==> src/rtl/instr_fetch_if.sv <==
// Instruction fetch bus bundle: memory request/response channel
// plus the queue-head handshake toward decode.
interface instr_fetch_if;
    logic        imem_req;
    logic [31:0] imem_addr;
    logic        imem_gnt;
    logic        imem_rvalid;
    logic [31:0] imem_rdata;
    logic        inst_valid;
    logic [31:0] inst;
    logic [31:0] inst_pc;
    logic        inst_ready;

    modport master (
        output imem_req, imem_addr, inst_valid, inst, inst_pc,
        input  imem_gnt, imem_rvalid, imem_rdata, inst_ready
    );

    modport slave (
        input  imem_req, imem_addr, inst_valid, inst, inst_pc,
        output imem_gnt, imem_rvalid, imem_rdata, inst_ready
    );
endinterface

==> src/rtl/instr_fetch.sv <==
// Instruction fetch: single-outstanding memory requester feeding
// a small FIFO of {pc, instruction} toward decode.
module instr_fetch #(
    parameter logic [31:0] RESET_PC = 32'h0000_0000,
    parameter int          QDEPTH   = 2
) (
    input  logic                 clk_i,
    input  logic                 rst_i,
    input  logic [31:0]          pc_i,
    output logic [31:0]          pc_next_o,
    input  logic                 redirect_i,
    input  logic [31:0]          redirect_pc_i,
    instr_fetch_if.master        bus
);
    localparam int PW = (QDEPTH > 1) ? $clog2(QDEPTH) : 1;
    localparam logic [4:0] QD = 5'(QDEPTH);
    localparam logic [PW-1:0] LAST = PW'(QDEPTH - 1);

    typedef enum logic [1:0] {
        IDLE = 2'd0,
        WAIT = 2'd1,
        DROP = 2'd2
    } state_t;

    state_t        state_q, state_d;
    logic [3:0]    count_q, count_d;
    logic [PW-1:0] rptr_q, rptr_d;
    logic [PW-1:0] wptr_q, wptr_d;
    logic [31:0]   pend_pc_q, pend_pc_d;
    logic [31:0]   mem_inst_q [QDEPTH];
    logic [31:0]   mem_pc_q   [QDEPTH];

    logic [4:0] occ;
    logic       req;
    logic       fire;
    logic       push;
    logic       pop;
    logic       valid;

    // Outstanding request occupies a slot so a push never lands on a full queue.
    assign occ   = {1'b0, count_q} + {4'b0, state_q != IDLE};
    assign req   = (state_q == IDLE) && !rst_i && !redirect_i && (occ < QD);
    assign fire  = req && bus.imem_gnt;
    assign valid = !rst_i && (count_q != 4'd0);
    assign push  = (state_q == WAIT) && bus.imem_rvalid && !redirect_i;
    assign pop   = valid && bus.inst_ready;

    assign bus.imem_req   = req;
    assign bus.imem_addr  = {pc_i[31:2], 2'b00};
    assign bus.inst_valid = valid;
    assign bus.inst       = rst_i ? 32'h0 : mem_inst_q[rptr_q];
    assign bus.inst_pc    = rst_i ? 32'h0 : mem_pc_q[rptr_q];

    always_comb begin
        pc_next_o = pc_i;
        unique case (1'b1)
            rst_i:      pc_next_o = RESET_PC;
            redirect_i: pc_next_o = redirect_pc_i;
            fire:       pc_next_o = pc_i + 32'd4;
            default:    pc_next_o = pc_i;
        endcase
    end

    always_comb begin
        state_d   = state_q;
        pend_pc_d = pend_pc_q;
        case (state_q)
            IDLE: if (fire) begin
                state_d   = WAIT;
                pend_pc_d = pc_i;
            end
            WAIT: begin
                if (bus.imem_rvalid)  state_d = IDLE;
                else if (redirect_i)  state_d = DROP;
            end
            DROP: if (bus.imem_rvalid) state_d = IDLE;
            default: state_d = IDLE;
        endcase
    end

    always_comb begin
        count_d = count_q;
        rptr_d  = rptr_q;
        wptr_d  = wptr_q;
        if (redirect_i) begin
            count_d = 4'd0;
            rptr_d  = '0;
            wptr_d  = '0;
        end else begin
            if (push) wptr_d = (wptr_q == LAST) ? '0 : wptr_q + 1'b1;
            if (pop)  rptr_d = (rptr_q == LAST) ? '0 : rptr_q + 1'b1;
            if (push && !pop) count_d = count_q + 4'd1;
            if (pop && !push) count_d = count_q - 4'd1;
        end
    end

    always_ff @(posedge clk_i) begin
        if (rst_i) begin
            state_q   <= IDLE;
            count_q   <= 4'd0;
            rptr_q    <= '0;
            wptr_q    <= '0;
            pend_pc_q <= 32'h0;
        end else begin
            state_q   <= state_d;
            count_q   <= count_d;
            rptr_q    <= rptr_d;
            wptr_q    <= wptr_d;
            pend_pc_q <= pend_pc_d;
        end
    end

    always_ff @(posedge clk_i) begin
        if (!rst_i && push) begin
            mem_inst_q[wptr_q] <= bus.imem_rdata;
            mem_pc_q[wptr_q]   <= pend_pc_q;
        end
    end
endmodule

==> src/flat_wrapper.sv <==
// flat-port wrapper written by rule: the top's interface ports become plain ports
module instr_fetch_flat 
#(
    parameter logic [31:0] RESET_PC = 32'h0000_0000,
    parameter int          QDEPTH   = 2
)
  (clk_i, rst_i, pc_i, pc_next_o, redirect_i, redirect_pc_i, bus_imem_req, bus_imem_addr, bus_inst_valid, bus_inst, bus_inst_pc, bus_imem_gnt, bus_imem_rvalid, bus_imem_rdata, bus_inst_ready);
  instr_fetch_if bus_i ();
  input  logic clk_i;
  input  logic rst_i;
  input  logic [31:0] pc_i;
  output logic [31:0] pc_next_o;
  input  logic redirect_i;
  input  logic [31:0] redirect_pc_i;
  output wire logic [$bits(bus_i.imem_req)-1:0] bus_imem_req;
  output wire logic [$bits(bus_i.imem_addr)-1:0] bus_imem_addr;
  output wire logic [$bits(bus_i.inst_valid)-1:0] bus_inst_valid;
  output wire logic [$bits(bus_i.inst)-1:0] bus_inst;
  output wire logic [$bits(bus_i.inst_pc)-1:0] bus_inst_pc;
  input wire logic [$bits(bus_i.imem_gnt)-1:0] bus_imem_gnt;
  input wire logic [$bits(bus_i.imem_rvalid)-1:0] bus_imem_rvalid;
  input wire logic [$bits(bus_i.imem_rdata)-1:0] bus_imem_rdata;
  input wire logic [$bits(bus_i.inst_ready)-1:0] bus_inst_ready;
  assign bus_imem_req = bus_i.imem_req;
  assign bus_imem_addr = bus_i.imem_addr;
  assign bus_inst_valid = bus_i.inst_valid;
  assign bus_inst = bus_i.inst;
  assign bus_inst_pc = bus_i.inst_pc;
  assign bus_i.imem_gnt = bus_imem_gnt;
  assign bus_i.imem_rvalid = bus_imem_rvalid;
  assign bus_i.imem_rdata = bus_imem_rdata;
  assign bus_i.inst_ready = bus_inst_ready;
  instr_fetch #(.RESET_PC(RESET_PC), .QDEPTH(QDEPTH)) u_core (.clk_i(clk_i), .rst_i(rst_i), .pc_i(pc_i), .pc_next_o(pc_next_o), .redirect_i(redirect_i), .redirect_pc_i(redirect_pc_i), .bus(bus_i));
endmodule
==> config.mk <==
export PLATFORM = sky130hd
export DESIGN_NAME = instr_fetch_flat
export DESIGN_NICKNAME = d
export VERILOG_FILES = /design/src/rtl/instr_fetch_if.sv /design/src/rtl/instr_fetch.sv /design/src/flat_wrapper.sv
export SDC_FILE = /design/constraint.sdc
export NUM_CORES = 1
export LEC_CHECK = 0
export ABC_AREA = 1
export BUFFER_PORTS_ARGS = -buffer_cell sky130_fd_sc_hd__buf_2
export CAP_MARGIN = 20
export CORE_MARGIN = 8
export CORE_UTILIZATION = 45
export DETAILED_ROUTE_END_ITERATION = 7
export PLACE_DENSITY = 0.78
export RECOVER_POWER = 25
export SYNTH_ARGS = -nofsm -noshare
export SYNTH_HDL_FRONTEND = slang
export SYNTH_SLANG_ARGS = --single-unit
==> constraint.sdc <==
create_clock -name clk_i -period 8.3 [get_ports clk_i]
set_input_delay 0.415 -clock clk_i [delete_from_list [all_inputs] [get_ports clk_i]]
set_output_delay 0.415 -clock clk_i [all_outputs]
set_load 0.005 [all_outputs]
==> impl_results.md, run 1 <==
- Status: complete, no violations
- Design area: 10000 um2
- # setup viols final: 0
- Initial antenna violation count: 0
- Htree depth: 4
- Hold Crit Class: in2reg
- CP Max Fanout: 57
- Largest stage delay, worst path: 450 ps
- Fill count: 1711
- Gr usage total: 19.2%
- Setup CP Type: reg2out
- Clock sink total: 169
- Chip Height: 152 um
- Via count: 6921
- CP Cell Sequence: inv_1 -> nand2_1 -> inv_1 -> nor2_1 -> ha_1 -> nor2_1 -> nand2_1 -> nor2_4 -> nand3_4 -> buf_4 -> nor2_1 -> inv_1 -> nand3_1 -> buf_2
- Via density: 4.93
- Cts hold-fix bufs: 0
- Core area: 18500 um2
- Final wirelength: 22500 um
- Count of input and output buffers: 229
- VDD IR-drop max: 0.114 mV
- GP Congestion: 0.946
- Post-Syn Area: 8360 um2
- Clock skew: 7.84 ps
- Num CTS Buffers: 17
- Netlist cell types: 31
- Most common cell after layout, fill and taps aside: nor2_1
- First-pass GRT wire length: 35500 um
- DIE AREA: 23200 um2
- Most frequent cells in the layout: nor2_1 (235), buf_2 (213), nand2_1 (189)
- Fmax: 304 MHz
- Minimum clock period: 3290 ps
- Layout area overhead: 19.6%
- Root Buffer: clkbuf_16
- Crit share post-route: 39.6%
- CTS clk-pin slew, worst paths: 70 ps
- Post-CTS Resized: 0
- FF+latch count, synth: 169
- Gr ovfl total: 0
- Critical path's slowest cell: buf_4
- Number of I/O pins: 232
- Final #Nets: 1264
- Post-CTS Setup Bufs: 0
- Syn. warnings: 0
- Leakage: 4.45 nW
- Rows: 50
- Design Power: 1.90 mW
- Remaining antenna violation count: 0
- Die width: 152 um
- Worst-Margin Slew: 951 ps
- Ant diodes: 0
- Required time of the critical path: 7890 ps
- Initial Util: 45.3%
- Arrival @ worst endpoint: 2870 ps
- Rel. slew slack: 36.6%
- Final hold violations: 0
- Setup tns final: 0 ps
- Seq/Total Area, Yosys: 55.8%
- DP Wirelength: 15500 um
- Drt wl/cell: 16.0 um
- RSZ-0062 raised after global routing: false
- Cells after synthesis: 976
- Placed cell area: 9410 um2
- Power density over the cells: 190 nW/um2
- Max-Cap Viols: 0
- Worst-Skew Late Latency: 410 ps
- Layout cells sized above 1: 23.4%
- Vias in the first global route: 6843
- CTS tree: built
- Critical path launch point type: flop
- Slew Limit Fails: 0
- Avg Cell Area, Syn: 8.57 um2
- DRC Markers: 0
- Pin count of the biggest net entering global routing: 98
- DR iter-0 viols: 401
- Clk buf depth: 2
- Pre-antenna DRT Iters: 5
- Crit end category: output port
area by class of cell:
cell class,count,area (um2),share of cell area [%]
clock buffers,19,454,4.54
multi-input cells,647,2940,29.4
clock inverters,13,155,1.55
well taps,234,293,2.93
flip-flops and latches,169,4670,46.7
inverters,86,323,3.23
repair buffers,235,1170,11.7
layer usage:
metal	global-route usage (%)	share of wire (%)
met5	0	0
met4	7.19	2.1
met3	4.68	6.8
met2	31.7	46
met1	23.9	45
metrics by stage:
step / setup WS, ps / std cells / utilization, % / hold slack, ps
global placement: 5110 / 1371 / 51.0 / 430
global route: 4640 / 1403 / 54.2 / 154
CTS: 4990 / 1403 / 54.3 / 162
finish: 5010 / 1403 / 54.2 / 187
floorplan: 2530 / 977 / - / 426
detailed placement: 5110 / 1371 / 51.0 / 438
critical path: cells and delay by family (launching register included):
kind	cells	cell delay (ps)
adder cells (fa/ha/maj)	1	230
buffers and inverters	5	750
AND/OR/NAND/NOR	8	1100
flip-flops	1	370
path summary, 6_finish.rpt:
kind / cells after the start / slack (ps) / start / end
hold / removal: 1 / 190 / bus_imem_rdata[6] / u_core.mem_inst_q[0][6]$_DFFE_PP_
setup / recovery: 14 / 5010 / u_core.state_q[0]$_SDFFE_PP0P_ / pc_next_o[2]
hold reg to reg: 0 / 450 / u_core.pend_pc_q[6]$_SDFFE_PP0P_ / u_core.mem_pc_q[1][6]$_DFFE_PP_
setup reg to reg: 12 / 5860 / u_core.state_q[0]$_SDFFE_PP0P_ / u_core.pend_pc_q[4]$_SDFFE_PP0P_
flip-flops by register name, indices dropped and copies added (netlist names), named ones only:
register,count
u_core.mem_inst_q,64
u_core.mem_pc_q,64
u_core.wptr_q,1
u_core.rptr_q,1
u_core.pend_pc_q,32
u_core.state_q,2
u_core.count_q,4
kinds of logic (layout without fill, tap and decap cells):
kind of cell,count (synthesis),count (layout),synth area share [%]
compound gates,92,92,5.69
xor+xnor,15,15,1.57
fa+ha+maj,6,6,0.988
buf+inv,161,353,9.34
flops,169,169,55.8
other cells,1,2,0.0448
simple gates,532,532,26.6
where the power goes:
| part | internal, mW | switching (mW) | leakage, nW |
|---|---|---|---|
| clock | 0.470 | 0.334 | 0.291 |
| sequential | 0.918 | 0.00689 | 1.50 |
| combinational | 0.0658 | 0.105 | 2.66 |
Yosys cell counts (all sizes together):
cell,instances,area [um2]
xor2,8,70.1
buf,50,364
o21bai,2,15.0
xnor2,7,61.3
ha,5,62.6
nor2,239,931
a21oi,7,35.0
nand3,95,531
dfxtp,41,821
fa,1,20.0
clkbuf,25,93.8
edfxtp,128,3840
nor3,3,15.0
or2,1,6.26
a22o,2,17.5
inv,86,323
o21ai,80,400
nand4,3,18.8
o21a,1,7.51
nand2,191,722
conb,1,3.75
(Power assumes the default switching activity.)
==> run 2, diff against run 1 <==
- ABC_AREA: 1 -> 0
- PLACE_DENSITY: 0.78 -> 0.82
- clock period: 8.3 -> 2.7 ns (I/O delays scaled with it)
==> run 2 against run 1 <==
Combinational power increased to 3.1 times the previous value. Highest routed layer unchanged. Core utilization increased by 5.8 points. Clock power increased to 3.0 times the previous value. Critical path type is now in2out. Die area decreased by 5.8%. Register-to-register slack got worse by 5700 ps. First-iteration DRC count increased by 13%. Cell count decreased by 14%. Via count decreased by 6.6%. Worst setup slack got worse by 5000 ps. Non-clock buffer count increased by 70. Wire length decreased by 0.33%. Largest cell class unchanged.
==> impl_results.md, run 2 <==
- Fmax: 377 MHz
- DRC Markers: 0 (unchanged)
- Crit end category: output port
- Initial Util: 45.7% (+0.36 points)
- RSZ-0062 raised after global routing: true
- Slew Limit Fails: 0 (unchanged)
- FF+latch count, synth: 169 (unchanged)
- Syn. warnings: 0 (unchanged)
- Chip Height: 148 um (-3.0%)
- Power density over the cells: 559 nW/um2 (+190%)
- Post-Syn Area: 7820 um2 (-6.5%)
- Count of input and output buffers: 229 (unchanged)
- Pre-antenna DRT Iters: 5 (unchanged)
- Num CTS Buffers: 17 (unchanged)
- First-pass GRT wire length: 34300 um (-3.5%)
- Via density: 5.37 (+8.8%)
- Worst-Margin Slew: 501 ps (-450 ps)
- Layout cells sized above 1: 31.4% (+8.0 points)
- Setup tns final: 0 ps (unchanged)
- Final hold violations: 0 (unchanged)
- Layout area overhead: 31.3%
- Fill count: 1393 (-19%)
- DP Wirelength: 15600 um (+0.98%)
- Status: complete, no violations
- Post-synthesis async set-or-reset flop share: 0% (unchanged)
- Critical path launch point type: input port
- CP Max Fanout: 7 (-88%)
- Clock skew: 8.72 ps (+0.877 ps)
- Avg Cell Area, Syn: 11.0 um2 (+28%)
- Pin count of the biggest net entering global routing: 42 (-57%)
- Clock sink total: 169 (unchanged)
- Rows: 48 (-4.0%)
- Core area: 17100 um2 (-7.3%)
- Gr ovfl total: 0 (unchanged)
- Crit share post-route: 98.3%
- GP Congestion: 0.871 (-7.9%)
- Initial antenna violation count: 0 (unchanged)
- Number of I/O pins: 232 (unchanged)
- Leakage: 4.01 nW (-10%)
- Final wirelength: 22400 um (-0.33%)
- Post-Place Cells: 1127 (-18%)
- Core Util, Final: 60.0% (+5.8 points)
- Max-Cap Viols: 0 (unchanged)
- Clk buf depth: 2 (unchanged)
- Regs by FF count: u_core.mem_inst_q: 64 flops, u_core.mem_pc_q: 64 flops, u_core.pend_pc_q: 32 flops
- # setup viols final: 0 (unchanged)
- VDD IR-drop max: 0.411 mV (+260%)
- Minimum clock period: 2650 ps
- Ant diodes: 0 (unchanged)
- Netlist cell types: 52 (+68%)
- Seq/Total Area, Yosys: 59.7% (+3.9 points)
- Post-synth top area share: 49.2% (+3.2 points)
- Via count: 6462 (-6.6%)
- Number of synthesized flops with an enable pin: 128 (unchanged)
- CTS tree: built
- CTS clk-pin slew, worst paths: 60 ps (about the same)
- Vias in the first global route: 6621 (-3.2%)
- DIE AREA: 21800 um2 (-5.8%)
- Drt wl/cell: 18.6 um (+16%)
- DR iter-0 viols: 455 (+13%)
- Required time of the critical path: 2570 ps (-5320 ps)
- Most numerous cell in the Yosys netlist: edfxtp_1
- Multi-input gate area: 2850 um2 (-3.0%)
- Most frequent cells in the layout: buf_2 (211), edfxtp_1 (128), nand2_1 (106)
- Final std cells w/o fill: 1204 (-14%)
- Remaining antenna violation count: 0 (unchanged)
- Most common cell after layout, fill and taps aside: buf_2
- Arrival @ worst endpoint: 2520 ps (-350 ps)
- Root Buffer: clkbuf_16
- Cell taking the most area after synthesis: edfxtp_1
- Sequential cell area: 4680 um2 (+0.30%)
- Die width: 148 um (-3.0%)
- Setup CP Type: in2out
- Gr usage total: 20.0% (+0.80 points)
- Cells after synthesis: 713 (-27%)
- Most common library cells after synthesis: edfxtp_1 (128), nand2_1 (108), nor2_1 (89)
- Most used DFF post-synth: edfxtp_1
- Hold Crit Class: in2reg
- Rel. slew slack: 66.3% (+30 points)
- Htree depth: 4 (unchanged)
- Main area contributors after synthesis: edfxtp_1 (49%), dfxtp_1 (10%), mux2i_1 (8.5%), nand2_1 (5.2%), nor2_1 (4.3%)
- Worst-Skew Late Latency: 420 ps (about the same)
- Final #Nets: 1075 (-15%)
-- run 2: path summary, 6_finish.rpt --
| kind | startpoint | to | slack [ps] | cells after the start |
|---|---|---|---|---|
| worst min register to register | u_core.pend_pc_q[7]$_SDFFE_PP0P_ | u_core.mem_pc_q[1][7]$_DFFE_PP_ | 450 | 0 |
| worst min-delay path | pc_i[5] | u_core.pend_pc_q[5]$_SDFFE_PP0P_ | 40 | 3 |
| worst max register to register | u_core.state_q[0]$_SDFFE_PP0P_ | u_core.count_q[3]$_SDFFE_PP0P_ | 200 | 11 |
| worst max-delay path | pc_i[9] | pc_next_o[31] | 50 | 7 |
-- run 2: layer usage --
layer,track usage [%],wire length [um],part of all wire [%]
met4,6.48,461,2.1
met1,23.0,8960,40
met5,0,0,0
met2,34.9,11000,49
met3,5.84,1990,8.9
-- run 2: power breakdown --
| group | total, mW | switching, mW | internal [mW] |
|---|---|---|---|
| Sequential | 2.82 | 0.0137 | 2.80 |
| Combinational | 0.535 | 0.300 | 0.235 |
| Clock | 2.38 | 0.938 | 1.44 |
-- run 2: timing repair --
item,in CTS,in global routing
pin swaps,9,5
endpoints found under the hold margin,69,0
setup buffers,7,2
resized for setup,18,13
hold buffers,37,0
gates cloned,0,0
setup endpoints to repair,15,25
-- run 2: final cells by class --
type / count / area share, %
clock buffer: 18 / 4.18
clock inverter: 13 / 1.49
inverter: 8 / 0.293
multi-input combinational: 466 / 27.8
sequential: 169 / 45.6
tap: 225 / 2.74
timing repair buffer: 305 / 18.0
-- run 2: cell families (layout without fill, tap and decap cells) --
logic type	count (synthesis)	in the layout	share of synthesized area [%]
flops	169	169	59.7
fa+ha+maj	6	6	1.06
other cells	1	2	0.0480
mux	66	66	8.45
compound gates	96	96	7.19
xor+xnor	21	21	2.35
buf+inv	79	344	5.33
simple gates	275	275	15.9
-- run 2: through the flow --
stage / total power, mW / area (um2) / hold slack [ps] / worst slack, ps
floorplan: 3.10 / 7860 / 212 / 7.31
CTS: 5.77 / 10200 / 1.49 / -0.253
finish: 5.73 / 10300 / 43.4 / 45.0
global placement: 3.33 / 9160 / 323 / 224
global route: 5.93 / 10300 / 20.6 / -52.6
detailed placement: 3.34 / 9160 / 327 / 152
-- run 2: critical path: stages --
cell and delay, ps:
clkbuf_1 290, nand4_4 210, or4_4 630, or3_4 420, or4_1 510, o211ai_1 150, buf_2 170
